### config.mk
export PLATFORM = sky130hd
export DESIGN_NAME = fc_layer_par
export DESIGN_NICKNAME = d
export VERILOG_FILES = /design/src/rtl/fc_layer_par.sv
export SDC_FILE = /design/constraint.sdc
export NUM_CORES = 2
export LEC_CHECK = 0
export BUFFER_PORTS_ARGS = -buffer_cell sky130_fd_sc_hd__buf_2
export CORE_MARGIN = 1
export CORE_UTILIZATION = 60
export CTS_BUF_LIST = sky130_fd_sc_hd__clkbuf_4 sky130_fd_sc_hd__clkbuf_8
export CTS_CLUSTER_DIAMETER = 150
export DETAILED_ROUTE_END_ITERATION = 8
export PLACE_DENSITY_LB_ADDON = 0.1
export SLEW_MARGIN = 20
export SYNTH_ARGS = -nofsm -noshare
export SYNTH_HDL_FRONTEND = slang
export SYNTH_SLANG_ARGS = --single-unit
### constraint.sdc
create_clock -name clk -period 9.1 [get_ports clk]
set_input_delay 0.91 -clock clk [delete_from_list [all_inputs] [get_ports clk]]
set_output_delay 0.91 -clock clk [all_outputs]
set_load 0.02 [all_outputs]
### src/rtl/fc_layer_par.sv
// fc_layer_par: fully-connected layer y = act(sat((W.x + b) >>> FRAC)) over P parallel MAC lanes.
// Latency: last x accepted to first m_valid is N+3 cycles; each group of P rows then takes N+2 compute cycles.
// Backpressure: s_ready only in LOAD_X; DRAIN holds m_valid/data_out stable while m_ready is low.
//
// Ports:
//   clk, reset             clock and synchronous active-high reset
//   s_valid/s_ready/data_in    input vector stream, one signed T-bit element per transfer
//   m_valid/m_ready/data_out   output stream, rows in ascending order
//   cfg_we/cfg_addr/cfg_data   weight/bias write port; cfg_ready marks cycles where writes land
//                              (address r*N+c = W[r][c], M*N+r = b[r], anything above is dropped)
module fc_layer_par #(
    parameter int M        = 16,
    parameter int N        = 8,
    parameter int T        = 16,
    parameter int P        = 2,
    parameter int FRAC     = 0,
    parameter int ACT_RELU = 1,
    parameter int AW       = $clog2(M*N+M)
) (
    input  logic                clk,
    input  logic                reset,
    input  logic                s_valid,
    output logic                s_ready,
    input  logic signed [T-1:0] data_in,
    output logic                m_valid,
    input  logic                m_ready,
    output logic signed [T-1:0] data_out,
    input  logic                cfg_we,
    input  logic [AW-1:0]       cfg_addr,
    input  logic signed [T-1:0] cfg_data,
    output logic                cfg_ready
);

    // ------------------------------------------------------------------
    // Derived sizes
    // ------------------------------------------------------------------
    localparam int G    = M / P;                    // number of row groups
    localparam int NW   = M * N;                    // weight words
    localparam int ACCW = 2*T + $clog2(N+1);        // N products plus bias cannot overflow
    localparam int CW   = $clog2(N+1);              // x count 0..N
    localparam int KW   = $clog2(N+2);              // compute step 0..N+1
    localparam int LW   = (P > 1)  ? $clog2(P)  : 1;
    localparam int GW   = (G > 1)  ? $clog2(G)  : 1;
    localparam int WAW  = (NW > 1) ? $clog2(NW) : 1;
    localparam int BAW  = (M > 1)  ? $clog2(M)  : 1;
    localparam int XAW  = (N > 1)  ? $clog2(N)  : 1;

    localparam logic [CW-1:0] X_LAST   = CW'(N-1);
    localparam logic [KW-1:0] K_LAST   = KW'(N+1);
    localparam logic [LW-1:0] LANE_LAST = LW'(P-1);
    localparam logic [GW-1:0] GRP_LAST = GW'(G-1);

    localparam logic signed [ACCW-1:0] SAT_MAX = ACCW'({1'b0, {(T-1){1'b1}}});
    localparam logic signed [ACCW-1:0] SAT_MIN = ~SAT_MAX;

    typedef enum logic [1:0] {
        LOAD_X  = 2'd0,
        COMPUTE = 2'd1,
        DRAIN   = 2'd2
    } state_t;

    // ------------------------------------------------------------------
    // Storage: weights, bias and the current x vector. These are never
    // reset so a loaded configuration survives a pipeline reset.
    // ------------------------------------------------------------------
    logic signed [T-1:0] w_mem [NW];
    logic signed [T-1:0] b_mem [M];
    logic signed [T-1:0] x_mem [N];

    // ------------------------------------------------------------------
    // Control registers
    // ------------------------------------------------------------------
    state_t          state_q, state_d;
    logic [CW-1:0]   count_q, count_d;   // x elements accepted
    logic [KW-1:0]   kcnt_q,  kcnt_d;    // step within COMPUTE
    logic [LW-1:0]   lane_q,  lane_d;    // lane being drained
    logic [GW-1:0]   grp_q,   grp_d;     // current row group

    // ------------------------------------------------------------------
    // Datapath registers
    // ------------------------------------------------------------------
    logic signed [T-1:0]    w_rd_q [P];
    logic signed [T-1:0]    x_rd_q;
    logic signed [ACCW-1:0] acc_q  [P];
    logic signed [T-1:0]    obuf_q [P];
    logic signed [2*T-1:0]  prod   [P];

    logic x_fire;
    logic m_fire;
    logic cfg_w_en;
    logic cfg_b_en;
    logic [WAW-1:0] cfg_w_idx;
    logic [BAW-1:0] cfg_b_idx;
    int             rd_col;

    // ------------------------------------------------------------------
    // Handshake outputs are pure functions of state
    // ------------------------------------------------------------------
    assign s_ready   = (state_q == LOAD_X);
    assign m_valid   = (state_q == DRAIN);
    assign cfg_ready = (state_q == LOAD_X) && (count_q == '0);
    assign data_out  = (state_q == DRAIN) ? obuf_q[lane_q] : '0;

    assign x_fire = s_valid && s_ready;
    assign m_fire = m_valid && m_ready;

    // Config decode: writes land only in the idle window before the
    // first x element, so a vector never sees a half-updated weight set.
    always_comb begin
        cfg_w_en  = 1'b0;
        cfg_b_en  = 1'b0;
        cfg_w_idx = '0;
        cfg_b_idx = '0;
        if (cfg_we && cfg_ready && !reset) begin
            if (int'(cfg_addr) < NW) begin
                cfg_w_en  = 1'b1;
                cfg_w_idx = WAW'(int'(cfg_addr));
            end else if (int'(cfg_addr) < NW + M) begin
                cfg_b_en  = 1'b1;
                cfg_b_idx = BAW'(int'(cfg_addr) - NW);
            end
        end
    end

    always_ff @(posedge clk) begin
        if (cfg_w_en) begin
            w_mem[cfg_w_idx] <= cfg_data;
        end
        if (cfg_b_en) begin
            b_mem[cfg_b_idx] <= cfg_data;
        end
        if (x_fire && !reset) begin
            x_mem[XAW'(count_q)] <= data_in;
        end
    end

    // ------------------------------------------------------------------
    // FSM: next state
    // ------------------------------------------------------------------
    always_comb begin
        state_d = state_q;
        count_d = count_q;
        kcnt_d  = kcnt_q;
        lane_d  = lane_q;
        grp_d   = grp_q;
        case (state_q)
            LOAD_X: begin
                if (x_fire) begin
                    count_d = count_q + 1'b1;
                    if (count_q == X_LAST) begin
                        state_d = COMPUTE;
                        kcnt_d  = '0;
                    end
                end
            end
            COMPUTE: begin
                kcnt_d = kcnt_q + 1'b1;
                if (kcnt_q == K_LAST) begin
                    state_d = DRAIN;
                    lane_d  = '0;
                end
            end
            DRAIN: begin
                if (m_fire) begin
                    if (lane_q == LANE_LAST) begin
                        lane_d = '0;
                        if (grp_q == GRP_LAST) begin
                            grp_d   = '0;
                            count_d = '0;
                            state_d = LOAD_X;
                        end else begin
                            grp_d   = grp_q + 1'b1;
                            kcnt_d  = '0;
                            state_d = COMPUTE;
                        end
                    end else begin
                        lane_d = lane_q + 1'b1;
                    end
                end
            end
            default: begin
                state_d = LOAD_X;
            end
        endcase
    end

    always_ff @(posedge clk) begin
        if (reset) begin
            state_q <= LOAD_X;
            count_q <= '0;
            kcnt_q  <= '0;
            lane_q  <= '0;
            grp_q   <= '0;
        end else begin
            state_q <= state_d;
            count_q <= count_d;
            kcnt_q  <= kcnt_d;
            lane_q  <= lane_d;
            grp_q   <= grp_d;
        end
    end

    // ------------------------------------------------------------------
    // MAC pipeline.
    // Step 0      : acc <= bias, read column 0
    // Step 1..N   : acc += W*x using the operands read one step earlier
    // Step N+1    : acc is final; result latched into obuf on DRAIN entry
    // ------------------------------------------------------------------
    always_comb begin
        rd_col = (int'(kcnt_q) < N) ? int'(kcnt_q) : 0;
        for (int k = 0; k < P; k++) begin
            prod[k] = (2*T)'(w_rd_q[k]) * (2*T)'(x_rd_q);
        end
    end

    // Shift, saturate to T bits, then optional ReLU.
    function automatic logic signed [T-1:0] post_proc(input logic signed [ACCW-1:0] a);
        logic signed [ACCW-1:0] v;
        logic signed [T-1:0]    r;
        v = a >>> FRAC;
        if (v > SAT_MAX) begin
            r = {1'b0, {(T-1){1'b1}}};
        end else if (v < SAT_MIN) begin
            r = {1'b1, {(T-1){1'b0}}};
        end else begin
            r = v[T-1:0];
        end
        if ((ACT_RELU != 0) && r[T-1]) begin
            r = '0;
        end
        return r;
    endfunction

    always_ff @(posedge clk) begin
        x_rd_q <= x_mem[XAW'(rd_col)];
        for (int k = 0; k < P; k++) begin
            // Lane k owns row grp*P + k of the current group.
            w_rd_q[k] <= w_mem[WAW'((int'(grp_q)*P + k)*N + rd_col)];
        end
        if (state_q == COMPUTE) begin
            for (int k = 0; k < P; k++) begin
                if (kcnt_q == '0) begin
                    // Bias enters in product scale, before the FRAC shift.
                    acc_q[k] <= ACCW'(b_mem[BAW'(int'(grp_q)*P + k)]);
                end else if (int'(kcnt_q) <= N) begin
                    acc_q[k] <= acc_q[k] + ACCW'(prod[k]);
                end
                if (kcnt_q == K_LAST) begin
                    obuf_q[k] <= post_proc(acc_q[k]);
                end
            end
        end
    end

endmodule

Yosys cells after proc, flatten, opt, wreduce, memory -nomap -nowiden
Memories as Yosys holds them, arrays and structs flattened. A register that Yosys moved wholly into a read port is not among the register bits.
Cells that the tools add are included.
- register bits: 14
- RAM bits: 2568
- input port bits: 45
- output and inout port bits: 19
- logic and storage cells: 134
- memories kept: 6
- add/sub/neg operators: 10
- multiply operators: 2
- order comparisons: 8
- equality and inequality tests: 12
- mux-type cells: 71
- bitwise gates (word level): 2
- reductions and logical operators: 18
- memory list (memory ; words ; bits a word ; rd ports ; clocked after Yosys merged registers in ; write ports ; line ; source):
    w_mem ; 128 ; 16 ; 2 ; 0 ; 1 ; 66 ; logic signed [T-1:0] w_mem [NW];
    b_mem ; 16 ; 16 ; 2 ; 1 ; 1 ; 67 ; logic signed [T-1:0] b_mem [M];
    x_mem ; 8 ; 16 ; 1 ; 1 ; 1 ; 68 ; logic signed [T-1:0] x_mem [N];
    acc_q ; 2 ; 36 ; 2 ; 0 ; 2 ; 84 ; logic signed [ACCW-1:0] acc_q [P];
    obuf_q ; 2 ; 16 ; 1 ; 1 ; 2 ; 85 ; logic signed [T-1:0] obuf_q [P];
    w_rd_q ; 2 ; 16 ; 2 ; 0 ; 2 ; 82 ; logic signed [T-1:0] w_rd_q [P];
- operators by type and width (cell ; count):
    $mux 16 ; 13
    $add 36x32->36 ; 2
    $gt 36x16->1 const B ; 2
    $lt 36x16->1 const B ; 2
    $mux 36 ; 2
    $mul 16x16->32 ; 2
    $mux 4 ; 15
    $mux 15 ; 2
    $mux 1 ; 27
    $lt 8x8->1 const B ; 2
    $mux 7 ; 2
    $add 4x1->4 const B ; 3
    $ne 2x1->1 const B ; 6
    $pmux 4 s3 ; 1
    $mux 2 ; 5
    $reduce_and 5->1 ; 2
    $logic_not 4->1 ; 2
    $pmux 4 s2 ; 1
    $add 7x4->7 ; 1
    $add 7x5->7 ; 1
    $logic_and 1x1->1 ; 6
    $pmux 2 s3 ; 1
    $reduce_and 3->1 ; 2
    $reduce_and 6->1 ; 1
    other kinds (18) ; 20

Depth between registers and ports, before layout
An unclocked memory read counts as a cell.
- depth in word-level cells: 9
- gate-level depth with buffers: 24
- mapped depth without buffers: 23

Least setup slack after synthesis
No wires, ideal clock.
- path kind: register to register
- start point: reg x_rd_q[1] (read register of x_mem)
- end point: mem acc_q[0][32] (netlist bit), data pin
- library setup time: 0.272 ns
- arrival: 6.034 ns
- data required time: 8.828 ns
- path slack: 2.794 ns
- stages on the path, launching flop included: 24
- buffers on the path: 1
- period minus slack after synthesis: 6.306 ns
- cells stage by stage: dfxtp_1 > clkbuf_1 > nand2_1 > fa_1 > inv_1 > fa_1 > inv_1 > fa_1 > inv_1 > fa_1 > fa_1 > inv_1 > fa_1 > inv_1 > ha_1 > and3_1 > a221o_1 > a21oi_1 > nor2_1 > nor3_1 > o21ai_0 > a21boi_0 > xor2_1 > o21ai_0
- RTL lines (element ; line ; source):
    from (decl) ; 83 ; logic signed [T-1:0] x_rd_q;
    to (decl) ; 84 ;

==> summary.txt <==
Status
  • Status: complete, no violations

Flow run
  • MaxCap Viol Count: 0

Drt
  • DR vias/cell: 6.18
  • DR pass1 iterations: 6
  • Antenna violation net count after detailed routing: 0
  • DRC errors left: 0
  • Vias: 68798
  • Iteration-0 DRC Markers: 7586
  • Drt wl/cell: 27.4 um
  • WL final: 304000 um

STA
  • Slew HR: 22.2%
  • Worst clock skew: 0.0983 ns
  • RSZ-0062 raised after global routing: no
  • Final setup fails: 0
  • Fin worst setup slack: 1.87 ns
  • Minimum clock period: 7.23 ns
  • Final period util: 79.5%
  • FMAX: 138 MHz
  • Worst slew pin tran: 1.17 ns
  • Max-slew violation count: 0
  • Sum Neg Setup Slack: 0 ns
  • Final hold vios: 0

Synthesis
  • Async SR Flop Fraction: 0%
  • Mapped Area: 0.123 sq mm
  • Main synth FF type: edfxtp_1
  • Syn avg cell area: 15.7 sq um
  • Syn Inst Count: 7830
  • Register area share after synthesis: 63.1%
  • Unique masters post-synth: 69
  • #FFs+latches synth: 2600
  • Post-synth EDFFs: 2534
  • Post-Syn Nets: 8724
  • Yosys warnings: 0

Pwr
  • Clock network power share: 31.6%
  • Pint: 21.4 mW
  • Peak VDD IR: 0.000246 V
  • Total Power: 30.6 mW
  • Sw Share: 29.8%
  • Comb pwr share: 25.3%
  • Pwr dens: 227 mW/mm^2
  • Sequential share of power: 43.1%
  • Switch Pwr: 9.12 mW
  • Leakage: 47.4 nW

Clock network
  • Max Buffers Root-to-Sink: 4
  • Sink Count: 2600
  • Clock H-tree levels: 5
  • # hold bufs at CTS: 16
  • Clk_lat worst skew: 1.13 ns
  • Reg clk slew, reported paths: 0.06 ns
  • CTS buffer count: 421
  • Post-CTS sizing: 0
  • CTS tree: built
  • Post-CTS setup buffers: 0
  • Root Buffer: clkbuf_8

Placement
  • Gpl congestion: 0.896
  • Port-buffer cells: 62
  • Place WS: 1.82 ns
  • Post-DP Area: 0.127 sq mm
  • Placed Instances: 10377
  • Post-DP HPWL: 187000 um

Critical path
  • Worst stage delay on the critical path: 1.08 ns
  • Reg-to-reg endpoint: acc_q[0][35]$_DFFE_PP_
  • Arrival @ worst endpoint: 8.05 ns
  • Crit path launch: x_rd_q[5]$_DFF_P_
  • Top delay family on crit path: adder cells
  • Reg2reg setup slack: 1.87 ns
  • Crit Path Max Fanout: 32
  • R2R depth: 21
  • Crit path cell chain: and2_1 -> inv_1 -> fa_1 -> fa_1 -> fa_1 -> inv_1 -> fa_1 -> fa_1 -> inv_1 -> fa_1 -> inv_1 -> ha_1 -> a2111oi_0 -> o21ai_0 -> nand3_1 -> nand2_1 -> o21a_1 -> or4_1 -> a31oi_1 -> xnor2_1 -> o21ai_1
  • CP dominant cell by count: fa_1
  • Required time of the critical path: 9.92 ns
  • Worst path slowest cell: dfxtp_1
  • CP startpoint kind: flop
  • CP endpoint kind: flop
  • Buf+Inv Stages, Crit Path: 4
  • Crit path kind: reg -> reg
  • Critical R2R Launch: x_rd_q[5]$_DFF_P_

Floorplan
  • Die Ht: 454 um
  • Die X: 454 um
  • Row count: 165
  • IO Count: 64
  • Std-Cell Core Area: 0.203 sq mm
  • Die area: 0.206 sq mm
  • Initial Util: 60.5%

Global route
  • Largest net degree at the start of global routing: 133
  • Initial antenna violation count: 14
  • First-pass GRT wire length: 455000 um
  • Total track usage: 30.2%
  • Vias in the first global route: 70983
  • Total gr overflow: 0

Finish
  • Layout area overhead: 9.98%
  • Fin nets: 9038
  • Commonest non-fill, non-tap cell in the layout: edfxtp_1
  • Most frequent cells in the layout: 2534 x edfxtp_1, 777 x inv_1, 628 x fa_1, 583 x nand2_1, 492 x nor2_1
  • Layout cell share with drive strength beyond 1: 16.4%
  • Final Non-Filler Cells: 11132
  • Fin area: 0.135 sq mm

Hold path
  • HP Class: in -> reg
  • Hold depth: 4
  • Worst hold path endpoint: state_q[1]$_SDFFE_PP0P_
  • Worst hold start: m_ready
## cells in the mapped netlist, types with 66 or more instances
cell type  number  share of area [%]
and2_1        251                1.3
mux4_2        386                7.1
dfxtp_1        66                1.1
edfxtp_1     2534                 62
a211oi_1      135               0.83
ha_1          221                2.3
o221ai_1      253                1.8
o21ai_0        89               0.36
inv_1         778                2.4
fa_1          628                 10
mux2i_1       296                2.4
a21oi_1       322                1.3
nor2_1        506                1.5
nand2_1       585                1.8
clkbuf_1      306               0.94
## registers in the layout, summed over array words and instances (netlist names), named ones only
name and count:
kcnt_q 4, count_q 4, state_q 2, w_mem 2048, w_rd_q 32, obuf_q 30, b_mem 256, x_mem 128
acc_q 72, x_rd_q 16, lane_q 1, grp_q 3
## worst reg2reg max path, stage by stage, from the launching register on
cell,delay (ns)
dfxtp_1,1.08
and2_1,0.30
inv_1,0.07
fa_1,0.51
fa_1,0.79
fa_1,0.50
inv_1,0.09
fa_1,0.40
fa_1,0.50
inv_1,0.05
fa_1,0.47
inv_1,0.04
ha_1,0.35
a2111oi_0,0.40
o21ai_0,0.20
nand3_1,0.14
nand2_1,0.06
o21a_1,0.22
or4_1,0.42
a31oi_1,0.21
xnor2_1,0.14
o21ai_1,0.07
## kinds of logic (layout without fill, tap and decap cells)
family	after synthesis	count (layout)	share of synthesized area [%]
DFF	2600	2600	63.1
AOI/OAI and AO/OA	917	917	5.06
xor gates and xnor gates	73	73	0.521
other	1	10	0.00306
buffers and inverters	1193	1814	3.72
and+or+nand+nor	1494	1494	5.36
muxes	703	703	9.70
adders and majority gates	849	849	12.5
## power groups by stage
| stage | combinational [mW] | sequential [mW] | clock, mW |
|---|---|---|---|
| after floorplan | 5.83 | 13.4 | 0 |
| after global placement | 7.53 | 13.4 | 0 |
| after detailed placement | 7.64 | 13.4 | 0 |
| after CTS | 7.70 | 13.2 | 9.80 |
| after global routing | 8.75 | 13.1 | 10.3 |
| final | 7.74 | 13.2 | 9.66 |
## metal layers
metal / routed length, um / global-route usage (%) / up-vias
li1: - / - / 29408
met1: 124000 / 43.1 / 35719
met2: 145000 / 47.3 / 3139
met3: 26600 / 5.87 / 526
met4: 9420 / 9.93 / 6
met5: 31 / 0 / -
## cell type report
| cell class | count | area [sq um] |
|---|---|---|
| timing repair buffer | 305 | 2440 |
| fill | 14044 | 67700 |
| clock inverter | 150 | 820 |
| clock buffer | 580 | 7090 |
| inverter | 779 | 2920 |
| antenna | 9 | 22.5 |
| sequential | 2600 | 77400 |
| multi-input combinational | 4037 | 40800 |
| tap | 2672 | 3340 |
## metrics by stage
step / hold WS, ns / utilization, %
CTS: 0.0813 / 66.6
detailed placement: 0.536 / 62.6
global placement: 0.528 / 62.6
finish: 0.200 / 66.6
global route: 0.173 / 66.6
floorplan: 0.502 / -
## worst max-delay path by stage
| stage | endpoint | cells after the start | slack, ns |
|---|---|---|---|
| 2_1_floorplan | acc_q[0][32]$_DFFE_PP_ | 23 | 2.79 |
| 3_3_place_gp | acc_q[0][32]$_DFFE_PP_ | 22 | 1.94 |
| 3_5_place_dp | acc_q[0][32]$_DFFE_PP_ | 22 | 1.82 |
| 4_1_cts | acc_q[0][32]$_DFFE_PP_ | 22 | 1.79 |
| 5_1_grt | acc_q[0][32]$_DFFE_PP_ | 21 | 1.53 |
| 6_report | acc_q[0][35]$_DFFE_PP_ | 21 | 1.87 |
(Power assumes the default switching activity.)
